### config.mk
export PLATFORM = sky130hd
export DESIGN_NAME = rx_byte_fifo_flat
export DESIGN_NICKNAME = d
export VERILOG_FILES = /design/src/rtl/rx_byte_fifo_pkg.sv /design/src/rtl/rx_byte_fifo_if.sv /design/src/rtl/rx_fifo_ram.sv /design/src/rtl/rx_byte_fifo.sv /design/src/flat_wrapper.sv
export SDC_FILE = /design/constraint.sdc
export NUM_CORES = 1
export LEC_CHECK = 0
export CORE_MARGIN = 3
export CORE_UTILIZATION = 62
export CTS_CLUSTER_SIZE = 30
export DETAILED_ROUTE_END_ITERATION = 8
export PLACE_DENSITY = 0.82
export SLEW_MARGIN = 20
export SYNTH_ARGS = -nofsm -noshare
export SYNTH_HDL_FRONTEND = slang
export SYNTH_HIERARCHICAL = 1
export SYNTH_SLANG_ARGS = --single-unit
### constraint.sdc
create_clock -name clk -period 4.4 [get_ports clk]
set_input_delay 0.44 -clock clk [delete_from_list [all_inputs] [get_ports clk]]
set_output_delay 0.44 -clock clk [all_outputs]
set_load 0.01 [all_outputs]
### src/rtl/rx_byte_fifo_pkg.sv
// Shared UART receive-path types and default sizes.
// Imported by the rx_byte_fifo slice (interface, RAM and top).
package uart_pkg;

    localparam int UART_DATA_WIDTH       = 8;
    localparam int RX_FIFO_DEFAULT_DEPTH = 16;

    typedef enum logic [1:0] {
        IDLE    = 2'd0,
        BUSY    = 2'd1,
        CAPTURE = 2'd2
    } rx_cap_state_t;

endpackage

### src/rtl/rx_byte_fifo_if.sv
// Show-ahead valid/ready byte channel from the receive FIFO to its consumer.
interface rx_byte_fifo_if
    import uart_pkg::*;
#(
    parameter int DATA_WIDTH = UART_DATA_WIDTH
);

    logic [DATA_WIDTH-1:0] rd_data;
    logic                  rd_valid;
    logic                  rd_ready;

    modport master (
        output rd_data,
        output rd_valid,
        input  rd_ready
    );

    modport slave (
        input  rd_data,
        input  rd_valid,
        output rd_ready
    );

endinterface

### src/rtl/rx_fifo_ram.sv
// DEPTH x DATA_WIDTH storage: synchronous write, asynchronous read.
module rx_fifo_ram
    import uart_pkg::*;
#(
    parameter  int DATA_WIDTH = UART_DATA_WIDTH,
    parameter  int DEPTH      = RX_FIFO_DEFAULT_DEPTH,
    localparam int ADDR_WIDTH = $clog2(DEPTH)
) (
    input  logic                  clk,
    input  logic                  wr_en,
    input  logic [ADDR_WIDTH-1:0] wr_addr,
    input  logic [DATA_WIDTH-1:0] wr_data,
    input  logic [ADDR_WIDTH-1:0] rd_addr,
    output logic [DATA_WIDTH-1:0] rd_data
);

    logic [DATA_WIDTH-1:0] mem [DEPTH];

    always_ff @(posedge clk) begin
        if (wr_en) begin
            mem[wr_addr] <= wr_data;
        end
    end

    assign rd_data = mem[rd_addr];

endmodule

### src/rtl/rx_byte_fifo.sv
// Captures each byte from the RS-232 receiver into a circular FIFO with sticky overrun.
// Build option: define RX_FIFO_OVERWRITE_EN to overwrite the oldest byte when full.
module rx_byte_fifo
    import uart_pkg::*;
#(
    parameter  int DATA_WIDTH = UART_DATA_WIDTH,
    parameter  int DEPTH      = RX_FIFO_DEFAULT_DEPTH,
    localparam int ADDR_WIDTH = $clog2(DEPTH)
) (
    input  logic                  clk,
    input  logic                  reset,
    input  logic [DATA_WIDTH-1:0] rx_data,
    input  logic                  rx_busy,
    rx_byte_fifo_if.master        rd_if,
    output logic [ADDR_WIDTH:0]   level,
    output logic                  full,
    output logic                  overrun,
    input  logic                  overrun_clear
);

    localparam logic [1:0] ST_IDLE    = IDLE;
    localparam logic [1:0] ST_BUSY    = BUSY;
    localparam logic [1:0] ST_CAPTURE = CAPTURE;

    localparam logic [ADDR_WIDTH:0] PTR_ONE = 1;

    logic [1:0]            state;
    logic                  busy_q;
    logic [ADDR_WIDTH:0]   wr_ptr;
    logic [ADDR_WIDTH:0]   rd_ptr;
    logic [ADDR_WIDTH:0]   wr_ptr_nxt;
    logic [ADDR_WIDTH:0]   rd_ptr_nxt;
    logic                  rd_valid_r;
    logic                  wr_req;
    logic                  pop;
    logic                  wr_en;
    logic                  rd_adv;
    logic                  ovr_set;
    logic [DATA_WIDTH-1:0] ram_rd_data;

    // Capture FSM: a frame starts on a busy rise seen out of reset; busy_q comes
    // out of reset high so a frame already in flight at reset is never written.
    always_ff @(posedge clk or posedge reset) begin
        if (reset) begin
            state  <= ST_IDLE;
            busy_q <= 1'b1;
        end else begin
            busy_q <= rx_busy;
            case (state)
                ST_IDLE:    if (rx_busy && !busy_q) state <= ST_BUSY;
                ST_BUSY:    if (!rx_busy) state <= ST_CAPTURE;
                ST_CAPTURE: state <= rx_busy ? ST_BUSY : ST_IDLE;
                default:    state <= ST_IDLE;
            endcase
        end
    end

    // The receiver's byte settles one clock after busy drops, hence the CAPTURE cycle.
    assign wr_req = (state == ST_CAPTURE);
    assign pop    = rd_valid_r && rd_if.rd_ready;

    always_comb begin
        ovr_set = wr_req && full && !pop;
`ifdef RX_FIFO_OVERWRITE_EN
        wr_en   = wr_req;
        rd_adv  = pop || ovr_set;
`else
        wr_en   = wr_req && (!full || pop);
        rd_adv  = pop;
`endif
    end

    assign wr_ptr_nxt = wr_en  ? wr_ptr + PTR_ONE : wr_ptr;
    assign rd_ptr_nxt = rd_adv ? rd_ptr + PTR_ONE : rd_ptr;

    // Pointer and flag stage: level/full/valid are registered from next-state pointers.
    always_ff @(posedge clk or posedge reset) begin
        if (reset) begin
            wr_ptr     <= '0;
            rd_ptr     <= '0;
            level      <= '0;
            full       <= 1'b0;
            rd_valid_r <= 1'b0;
            overrun    <= 1'b0;
        end else begin
            wr_ptr     <= wr_ptr_nxt;
            rd_ptr     <= rd_ptr_nxt;
            level      <= wr_ptr_nxt - rd_ptr_nxt;
            full       <= (wr_ptr_nxt[ADDR_WIDTH-1:0] == rd_ptr_nxt[ADDR_WIDTH-1:0]) &&
                          (wr_ptr_nxt[ADDR_WIDTH] != rd_ptr_nxt[ADDR_WIDTH]);
            rd_valid_r <= (wr_ptr_nxt != rd_ptr_nxt);
            if (ovr_set) begin
                overrun <= 1'b1;
            end else if (overrun_clear) begin
                overrun <= 1'b0;
            end
        end
    end

    rx_fifo_ram #(
        .DATA_WIDTH (DATA_WIDTH),
        .DEPTH      (DEPTH)
    ) u_ram (
        .clk     (clk),
        .wr_en   (wr_en),
        .wr_addr (wr_ptr[ADDR_WIDTH-1:0]),
        .wr_data (rx_data),
        .rd_addr (rd_ptr[ADDR_WIDTH-1:0]),
        .rd_data (ram_rd_data)
    );

    // Masking keeps rd_data at zero whenever nothing is stored, including after reset.
    assign rd_if.rd_data  = rd_valid_r ? ram_rd_data : '0;
    assign rd_if.rd_valid = rd_valid_r;

endmodule

### src/flat_wrapper.sv
// flat-port wrapper written by rule: the top's interface ports become plain ports
module rx_byte_fifo_flat import uart_pkg::*;
#(
    parameter  int DATA_WIDTH = UART_DATA_WIDTH,
    parameter  int DEPTH      = RX_FIFO_DEFAULT_DEPTH,
    localparam int ADDR_WIDTH = $clog2(DEPTH)
)
  (clk, reset, rx_data, rx_busy, level, full, overrun, overrun_clear, rd_if_rd_data, rd_if_rd_valid, rd_if_rd_ready);
  rx_byte_fifo_if #(.DATA_WIDTH(DATA_WIDTH)) rd_if_i ();
  input  logic clk;
  input  logic reset;
  input  logic [DATA_WIDTH-1:0] rx_data;
  input  logic rx_busy;
  output logic [ADDR_WIDTH:0] level;
  output logic full;
  output logic overrun;
  input  logic overrun_clear;
  output wire logic [$bits(rd_if_i.rd_data)-1:0] rd_if_rd_data;
  output wire logic [$bits(rd_if_i.rd_valid)-1:0] rd_if_rd_valid;
  input wire logic [$bits(rd_if_i.rd_ready)-1:0] rd_if_rd_ready;
  assign rd_if_rd_data = rd_if_i.rd_data;
  assign rd_if_rd_valid = rd_if_i.rd_valid;
  assign rd_if_i.rd_ready = rd_if_rd_ready;
  rx_byte_fifo #(.DATA_WIDTH(DATA_WIDTH), .DEPTH(DEPTH)) u_core (.clk(clk), .reset(reset), .rx_data(rx_data), .rx_busy(rx_busy), .rd_if(rd_if_i), .level(level), .full(full), .overrun(overrun), .overrun_clear(overrun_clear));
endmodule
==> flow_summary.ini <==
[power]
combPwrFrac_pct = 31.7
power_mw = 4.68
p_seq_share_pct = 38.6
clockPowerShare_pct = 29.7
ir_worst_vdd_v = 0.000364
swShare_pct = 30.2
internal_power_mw = 3.26
p_leak_nw = 2.41
p_per_area_nw_per_um2 = 666
switchingPower_mw = 1.41

[cts]
clock_sinks = 149
cts_tree = built
clk_pin_slew_worst_paths_ns = 0.06
cts_root_buf = clkbuf_8
numCtsBuffers = 17
clk_latency_ns = 0.52
hold_buffers = 0
htree_levels = 4
clk_path_buf_depth = 2
post-cts-setup-buffers = 0
ctsResizeCount = 0

[placed_design]
hpwl_mm = 7.31
numPortBuffers = 28
gp_congestion = 0.811

[timing]
tightest_slew_ns = 1.01
setup_viol = 0
fin_crit_sh_pct = 81.7
finalMaxSlewViolations = 0
hold_viol = 0
finalCriticalPeriod_ns = 3.59
slew_headroom_pct = 32.4
setup-tns-final_ns = 0
skew_ns = 0.00890
timing.fmax_mhz = 278
rsz0062_at_grt = false

[yosys]
synth_ff_type = edfxtp_1
async_flop_share_pct = 14.1
avgSynthCellArea_um2 = 19.6
synth_nets = 327
synth-seq-area-share_pct = 72.5
synth_top_cell_by_area = edfxtp_1
synth.most_common_cell = edfxtp_1
synth_top_area_share_pct = 63.8
synth_cell_types = 40
netlist_instances = 308
synth_edf_count = 128
synth_common_cells = 128 x edfxtp_1, 20 x dfrtp_1, 18 x mux4_2, 16 x a22oi_1, 15 x nand2_1
yosys_warnings = 6
synth.cell_area_um2 = 6030
synth.area.top_cells = edfxtp_1 64%, dfrtp_1 8.3%, mux4_2 6.7%, mux4_1 6.1%, a22oi_1 2.0%
ys_ff_latch = 149

[setup_path]
worstPathMaxFanout = 18
path_cells = buf_12 > mux4_1 > a22oi_1 > nand2_1 > and2_1 > clkdlybuf4s50_1
critPathKind = register to primary output
slowest_stage = dfrtp_2
crit_required_ns = 3.96
critPathArrivalTime_ns = 3.15
startpoint_type = register
max_stage_delay_ns = 0.75
endpoint_kind = primary output

[die]
initial_core_util_pct = 64.6
die_w_um = 105
core_um2 = 9330
rows = 35
die_h_um = 105
die_area_um2 = 10900
io_pins = 29

[final_layout]
multi_input_area_um2 = 1530
regArea_um2 = 4370
antennaDiodeCount = 0
fin_nets = 370
fin_util_pct = 75.3
area_delta_synth_final_pct = 16.5
fillCellCount = 531
drive_gt1_share_pct = 18.7

[global_route]
antenna_found_initial = 0
grt_usage_pct = 22.8
grt_max_degree = 22
grt_pass1_wl_mm = 18.1
grt_pass1_vias = 3099
overflow = 0

[detailed_routing]
num_vias = 2973
drt_pass1_iterations = 4
totalWireLength_mm = 11.5
drc_errors = 0
ant_nets = 0
wire_per_inst_um = 23.5
drtIter0Drc = 224
routed_via_density = 6.04

[status]
run_status = complete, no violations

[run]
drv_cap = 0

[hold_path]
holdCritPathClass = primary input to async pin
critical path, delay by kind of cell, from the launching register on:
family	cells	cell delay [ns]
flops	1	0.75
buf+inv	2	0.75
mux	1	0.58
compound gates	1	0.29
simple gates	2	0.25
power groups by stage:
stage	Clock [mW]	Sequential [mW]	Combinational (mW)
after floorplan	0	1.77	1.02
after global placement	0	1.82	1.43
after detailed placement	0	1.83	1.46
after CTS	1.40	1.81	1.48
after global routing	1.47	1.82	1.59
final	1.39	1.81	1.48
cell families (layout without fill, tap and decap cells):
group	count (synthesis)	in the layout	share of synthesized area [%]
and+or+nand+nor	61	61	5.13
muxes	34	34	13.2
DFF	149	149	72.5
AOI/OAI and AO/OA	24	24	3.26
buffers and inverters	20	75	2.08
adders and majority gates	7	7	1.54
xor gates and xnor gates	13	13	2.26
layout by cell type (no fill, tap or decap), types with 4 or more instances in the layout:
master,netlist,routed
edfxtp_1,128,128
clkdlybuf4s50_1,0,28
dfrtp_1,20,19
mux4_2,18,18
clkbuf_16,0,16
a22oi_1,16,16
nand2_1,15,15
nor2_1,14,14
mux4_1,14,14
inv_1,9,9
and2_1,9,9
xnor2_1,6,6
buf_4,1,6
nand3_1,5,5
ha_1,5,5
clkinv_2,0,4
xor2_1,4,4
nor3_1,4,4
path summary, 6_finish.rpt:
check | startpoint | slack [ns] | cells after the start | endpoint
min in group clk | rx_busy | 0.39 | 1 | u_core/busy_q
min reg2reg | u_core/wr_ptr[4] | 0.50 | 1 | u_core/wr_ptr[4]
max reg2reg | u_core/rd_if.rd_valid | 1.41 | 7 | u_core/level[4]
max in group asynchronous | reset | 3.51 | 2 | u_core/rd_ptr[0]
min | reset | 0.35 | 2 | u_core/state[1]
max | u_core/rd_ptr[0] | 0.81 | 6 | rd_if_rd_data[5]
metrics by stage:
step                std cells  setup slack [ns]  hold slack [ns]  area [µm²]
detailed placement        461              1.10            0.496        6440
global placement          461              1.18            0.466        6440
floorplan                 308              1.79            0.416        6030
CTS                       492             0.764            0.363        7020
global route              492             0.650            0.383        7020
finish                    492             0.805            0.354        7020
per-layer routing:
layer	global-route usage, %	up-vias	part of all wire, %
li1	-	1319	-
met1	32.2	1510	42
met5	0	-	0
met2	35.5	126	50
met4	8.72	0	1.7
met3	5.13	18	6.3
state kept, by name (all words and copies together), names as in the netlist:
register	cells
u_core/full	1
u_core/rd_if.rd_valid	1
u_core/overrun	1
u_core/busy_q	1
u_core/u_ram/mem	128
u_core/wr_ptr	5
u_core/state	2
u_core/rd_ptr	5
u_core/level	5
area by class of cell:
type | instances | share of cell area [%]
Clock buffer | 17 | 5.90
Timing Repair Buffer | 35 | 4.92
Clock inverter | 14 | 2.32
Tap cell | 129 | 2.30
Sequential cell | 149 | 62.3
Inverter | 9 | 0.481
Multi-Input combinational cell | 139 | 21.8
Power figures use the tool's default switching activity.
==> patch 1: new RTL, same settings <==
Register the output `overrun` once more; this adds one clock of latency there. The other outputs are not delayed to match.
--- a/src/rtl/rx_byte_fifo.sv
+++ b/src/rtl/rx_byte_fifo.sv
@@ -25,2 +25,4 @@
     localparam logic [ADDR_WIDTH:0] PTR_ONE = 1;
+
+    logic overrun_s0;
 
@@ -83,3 +85,3 @@
             rd_valid_r <= 1'b0;
-            overrun    <= 1'b0;
+            overrun_s0 <= 1'b0;
         end else begin
@@ -92,5 +94,5 @@
             if (ovr_set) begin
-                overrun <= 1'b1;
+                overrun_s0 <= 1'b1;
             end else if (overrun_clear) begin
-                overrun <= 1'b0;
+                overrun_s0 <= 1'b0;
             end
@@ -115,2 +117,6 @@
 
+    always_ff @(posedge clk) begin
+        overrun <= overrun_s0;
+    end
+
 endmodule
Behaviour: no difference found for any inputs over 10 cycles, from zero or initial values and one cycle with reset high; that may be too few to reach the edited logic, so the function may still have changed.
==> patch 1 against the unedited design <==
- sequential cell count increased by 1
- setup slack worse by 0.032 ns
- routed wire length grew 5.7%
- clock power increased by 4%
- design area grew 0.57%
- cell count rose by 0.20%
- power up 1.5%
- synthesized area increased by 0.33%
- largest cell class unchanged
- highest routed layer unchanged
==> patch 1: results (changes against the unedited design) <==
Clock Path Buffers -> 2 (unchanged)
Cell variety after synth -> 41 (was 40)
worst-path maximum fanout -> 19 (was 18)
number of global-route vias before repair -> 3207 (was 3099)
Worst Tran Pin Value -> 0.9841 ns (was 1.010 ns)
share of layout cells above drive strength 1 -> 18.41% (was 18.73%)
worst path arrival time -> 3.19 ns (was 3.15 ns)
Worst R2R Path Depth -> 9 (was 7)
Final HPWL DP -> 7685 um (was 7307 um)
Top Metal Used -> met4 (unchanged)
H-tree depth -> 4 (unchanged)
skew final -> 0.009239 ns (was 0.008896 ns)
WL final -> 12200 um (was 11550 um)
nonclk buf count -> 34 (was 35)
Area contributors post-synth -> edfxtp_1 64%, dfrtp_1 8.3%, mux4_2 6.7%, mux4_1 6.1%, a22oi_1 2.0% (unchanged)
Inverters -> 9 (unchanged)
met3 WL post-DR -> 1061 um (was 725 um)
P_leak -> 2.435 nW (was 2.405 nW)
drt pass-1 iters -> 5 (was 4)
fraction of area in clock buffers and inverters -> 8.561% (was 8.217%)
async set-reset flop share out of synthesis -> 14.00% (was 14.09%)
Starting DRT DRC Count -> 268 (was 224)
routed vias -> 3099 (was 2973)
non-clock buffer share of cell area -> 4.786% (was 4.920%)
Met1 Wirelength -> 4870 um (was 4835 um)
total track usage -> 23.87% (was 22.80%)
peak supply drop -> 0.5769 mV (was 0.3641 mV)
seq_cells -> 150 (was 149)
M1 GR Usage -> 33.06% (was 32.23%)
fraction of area in registers -> 62.21% (was 62.28%)
max incr delay on CP -> 0.77 ns (was 0.75 ns)
WL met2 -> 6132 um (was 5789 um)
met3 Use GR -> 7.103% (was 5.127%)
pin count of the biggest net entering global routing -> 33 (was 22)
fraction of area in multi-input gates -> 21.68% (was 21.80%)
register area share after synthesis -> 72.62% (was 72.53%)
Final Wtd Congestion -> 0.7657 (was 0.8113)
Net Count, Synth -> 328 (was 327)
ANT cells -> 0 (unchanged)
GR Util met2 -> 37.44% (was 35.52%)
status -> finished, final reports clean (unchanged)
## patch 1: cell count changes in the layout (fill, tap and decap cells not counted), sizes merged
cell / change
dfxtp: +1
clkinv: -2
clkbuf: +6
inv: +2
bufinv: -2
buf: -1
clkinvlp: -3
## patch 1: logic make-up after synthesis
family	Yosys count	share of synthesized area [%]
DFF	150	72.62
and+or+nand+nor	61	5.112
muxes	34	13.16
AOI/OAI and AO/OA	24	3.249
buffers and inverters	20	2.070
xor gates and xnor gates	13	2.256
adders and majority gates	7	1.531
## patch 1: where the power goes
part / switching [mW] / leakage (nW) / internal [mW]
registers: 0.163 / 1.40 / 1.66
clock network: 0.549 / 0.303 / 0.886
logic: 0.734 / 0.728 / 0.758
## patch 1: stage by stage
| stage | utilization [%] | setup WS (ns) | hold slack, ns | area (um2) | std cells |
|---|---|---|---|---|---|
| final | 75.33 | 0.7729 | 0.3682 | 7059 | 493 |
| after CTS | 75.33 | 0.7324 | 0.3751 | 7059 | 493 |
| after global routing | 75.33 | 0.6043 | 0.3812 | 7059 | 493 |
| after floorplan | - | 1.792 | 0.3472 | 6046 | 309 |
| after global placement | 68.88 | 1.141 | 0.3551 | 6455 | 461 |
| after detailed placement | 68.88 | 1.048 | 0.3684 | 6455 | 461 |
## patch 1: final timing paths
| kind | from | endpoint | slack, ns |
|---|---|---|---|
| worst max register to register | u_core/rd_if.rd_valid | u_core/level[4] | 1.23 |
| max in group asynchronous | reset | u_core/rd_ptr[0] | 3.49 |
| worst max-delay path | u_core/rd_ptr[0] | rd_if_rd_data[1] | 0.77 |
| worst min-delay path | reset | u_core/rd_ptr[4] | 0.37 |
| min in group clk | u_core/overrun_s0 | u_core/overrun | 0.38 |
| worst min register to register | u_core/overrun_s0 | u_core/overrun | 0.38 |
==> patch 2: new RTL, same flow settings <==
Without the edit above. Set the package constant `RX_FIFO_DEFAULT_DEPTH` to 32 (it was 16).
--- a/src/rtl/rx_byte_fifo_pkg.sv
+++ b/src/rtl/rx_byte_fifo_pkg.sv
@@ -5,3 +5,3 @@
     localparam int UART_DATA_WIDTH       = 8;
-    localparam int RX_FIFO_DEFAULT_DEPTH = 16;
+    localparam int RX_FIFO_DEFAULT_DEPTH = 32;
 
Ports: changed (resized level); port bits go from 29 to 30. The function was not compared with the original's and may differ.
==> patch 2 against the unedited design <==
- design area increased by 79%
- non-clock buffer count increased by 6
- routed wire length increased by 110%
- setup slack got worse by 0.48 ns
- first-iteration DRC count increased to 3.4 times the old value
- global-route usage increased by 2.2 points
- cell count increased by 65%
- fmax decreased by 12%
- synthesized area increased by 84%
- sequential cell count increased by 131
- via count increased by 85%
- die area increased by 79%
- power increased by 71%
==> patch 2: results (changes against the unedited design) <==
share of layout cells above drive strength 1 -> 28.62% (was 18.73%)
Hold WS -> 0.3627 ns (was 0.3542 ns)
skew final -> 0.02142 ns (was 0.008896 ns)
reg2reg end -> u_core/level[5] (was u_core/level[4])
Clock Path Buffers -> 3 (was 2)
worst-path maximum fanout -> 26 (was 18)
drt pass-1 iters -> 5 (was 4)
critical path's top delay family -> multiplexers (was flip-flops)
max incr delay on CP -> 0.77 ns (was 0.75 ns)
register area share after synthesis -> 74.70% (was 72.53%)
P_leak -> 4.011 nW (was 2.405 nW)
nets -> 586 (was 370)
worst skew pair latency -> 0.54 ns (was 0.52 ns)
number of global-route vias before repair -> 5669 (was 3099)
Worst R2R Path Depth -> 9 (was 7)
peak supply drop -> 0.4972 mV (was 0.3641 mV)
Starting DRT DRC Count -> 772 (was 224)
Placed Instance Area -> 11690 um2 (was 6442 um2)
Worst Min Path Start -> rx_busy
Cells after DPL -> 761 (was 461)
Area contributors post-synth -> edfxtp_1 69%, mux4_2 16%, dfrtp_1 5.2%, nor2_1 1.2%, mux2_2 1.0% (was edfxtp_1 64%, dfrtp_1 8.3%, mux4_2 6.7%, mux4_1 6.1%, a22oi_1 2.0%)
Net Count, Synth -> 536 (was 327)
reg2reg setup slack -> 1.13 ns (was 1.41 ns)
wire per inst -> 29.35 um (was 23.47 um)
Post-CTS Setup Bufs -> 0 (unchanged)
EDFF count, synth -> 256 (was 128)
routed vias -> 5488 (was 2973)
total track usage -> 25.01% (was 22.80%)
ANT cells -> 0 (unchanged)
Clock Root Buffer -> clkbuf_16 (was clkbuf_8)
global-route wire length before repair -> 36070 um (was 18090 um)
Final Wtd Congestion -> 0.8153 (was 0.8113)
status -> finished, final reports clean (unchanged)
Cell variety after synth -> 42 (was 40)
Final HPWL DP -> 13830 um (was 7307 um)
post-place setup slack -> 0.8404 ns (was 1.096 ns)
slowest CP cell -> dfrtp_4 (was dfrtp_2)
synthesized area per cell -> 21.51 um2 (was 19.56 um2)
Slew Limit Headroom -> 28.48% (was 32.43%)
number of I/O port buffers -> 29 (was 28)
async set-reset flop share out of synthesis -> 8.571% (was 14.09%)
Filler cells -> 1013 (was 531)
initial antenna violation count -> 2 (was 0)
max FFs per register -> 256 (was 128)
Hold Crit Class -> primary input to register (was primary input to asynchronous set/reset pin)
H-tree depth -> 1 (was 4)
Final Non-Filler Cells -> 812 (was 492)
Num CTS Buffers -> 28 (was 17)
pin count of the biggest net entering global routing -> 37 (was 22)
Synth top cells by count -> 256 x edfxtp_1, 80 x mux4_2, 36 x nor2_1 (was 128 x edfxtp_1, 20 x dfrtp_1, 18 x mux4_2)
## patch 2: worst max-delay path by stage
stage / slack (ns) / depth (start not counted) / end / startpoint
floorplan: 1.69 / 6 / rd_if_rd_data[0] / u_core/rd_ptr[2]
global placement: 0.90 / 6 / rd_if_rd_data[6] / u_core/rd_ptr[0]
detailed placement: 0.84 / 6 / rd_if_rd_data[1] / u_core/rd_ptr[0]
CTS: 0.26 / 6 / rd_if_rd_data[6] / u_core/rd_ptr[0]
global route: 0.17 / 6 / rd_if_rd_data[6] / u_core/rd_ptr[0]
finish: 0.32 / 6 / rd_if_rd_data[6] / u_core/rd_ptr[0]
## patch 2: logic make-up (layout without fill, tap and decap cells)
group	after synthesis	after routing	synth area share (%)
DFF	280	280	74.70
and+or+nand+nor	82	82	3.856
buffers and inverters	32	103	1.398
adders and majority gates	8	8	0.9584
xor gates and xnor gates	15	15	1.252
AOI/OAI and AO/OA	9	9	0.5864
muxes	90	90	17.25
## patch 2: layout make-up
type | count | area [um2] | area share [%]
multi-input combinational | 204 | 2653 | 21.15
clock inverter | 17 | 138.9 | 1.108
clock buffer | 34 | 753.2 | 6.007
inverter | 11 | 41.29 | 0.3293
sequential | 280 | 8294 | 66.14
tap | 225 | 281.5 | 2.245
timing repair buffer | 41 | 377.9 | 3.013
## patch 2: per-layer routing
layer	track usage [%]	wire length [um]	vias to the layer above	part of all wire (%)
met1	36.93	9155	2883	38
met5	0	13	-	0.055
li1	-	-	2209	-
met3	4.674	2208	58	9.3
met2	38.92	11670	336	49
met4	8.363	785	2	3.3
## patch 2: power by group
part           total [mW]  switching [mW]  internal (mW)  leakage, nW
clock                2.26           0.973           1.28        0.424
sequential           3.30           0.278           3.03         2.58
combinational        2.43            1.07           1.36         1.00
total                7.99            2.32           5.67         4.01
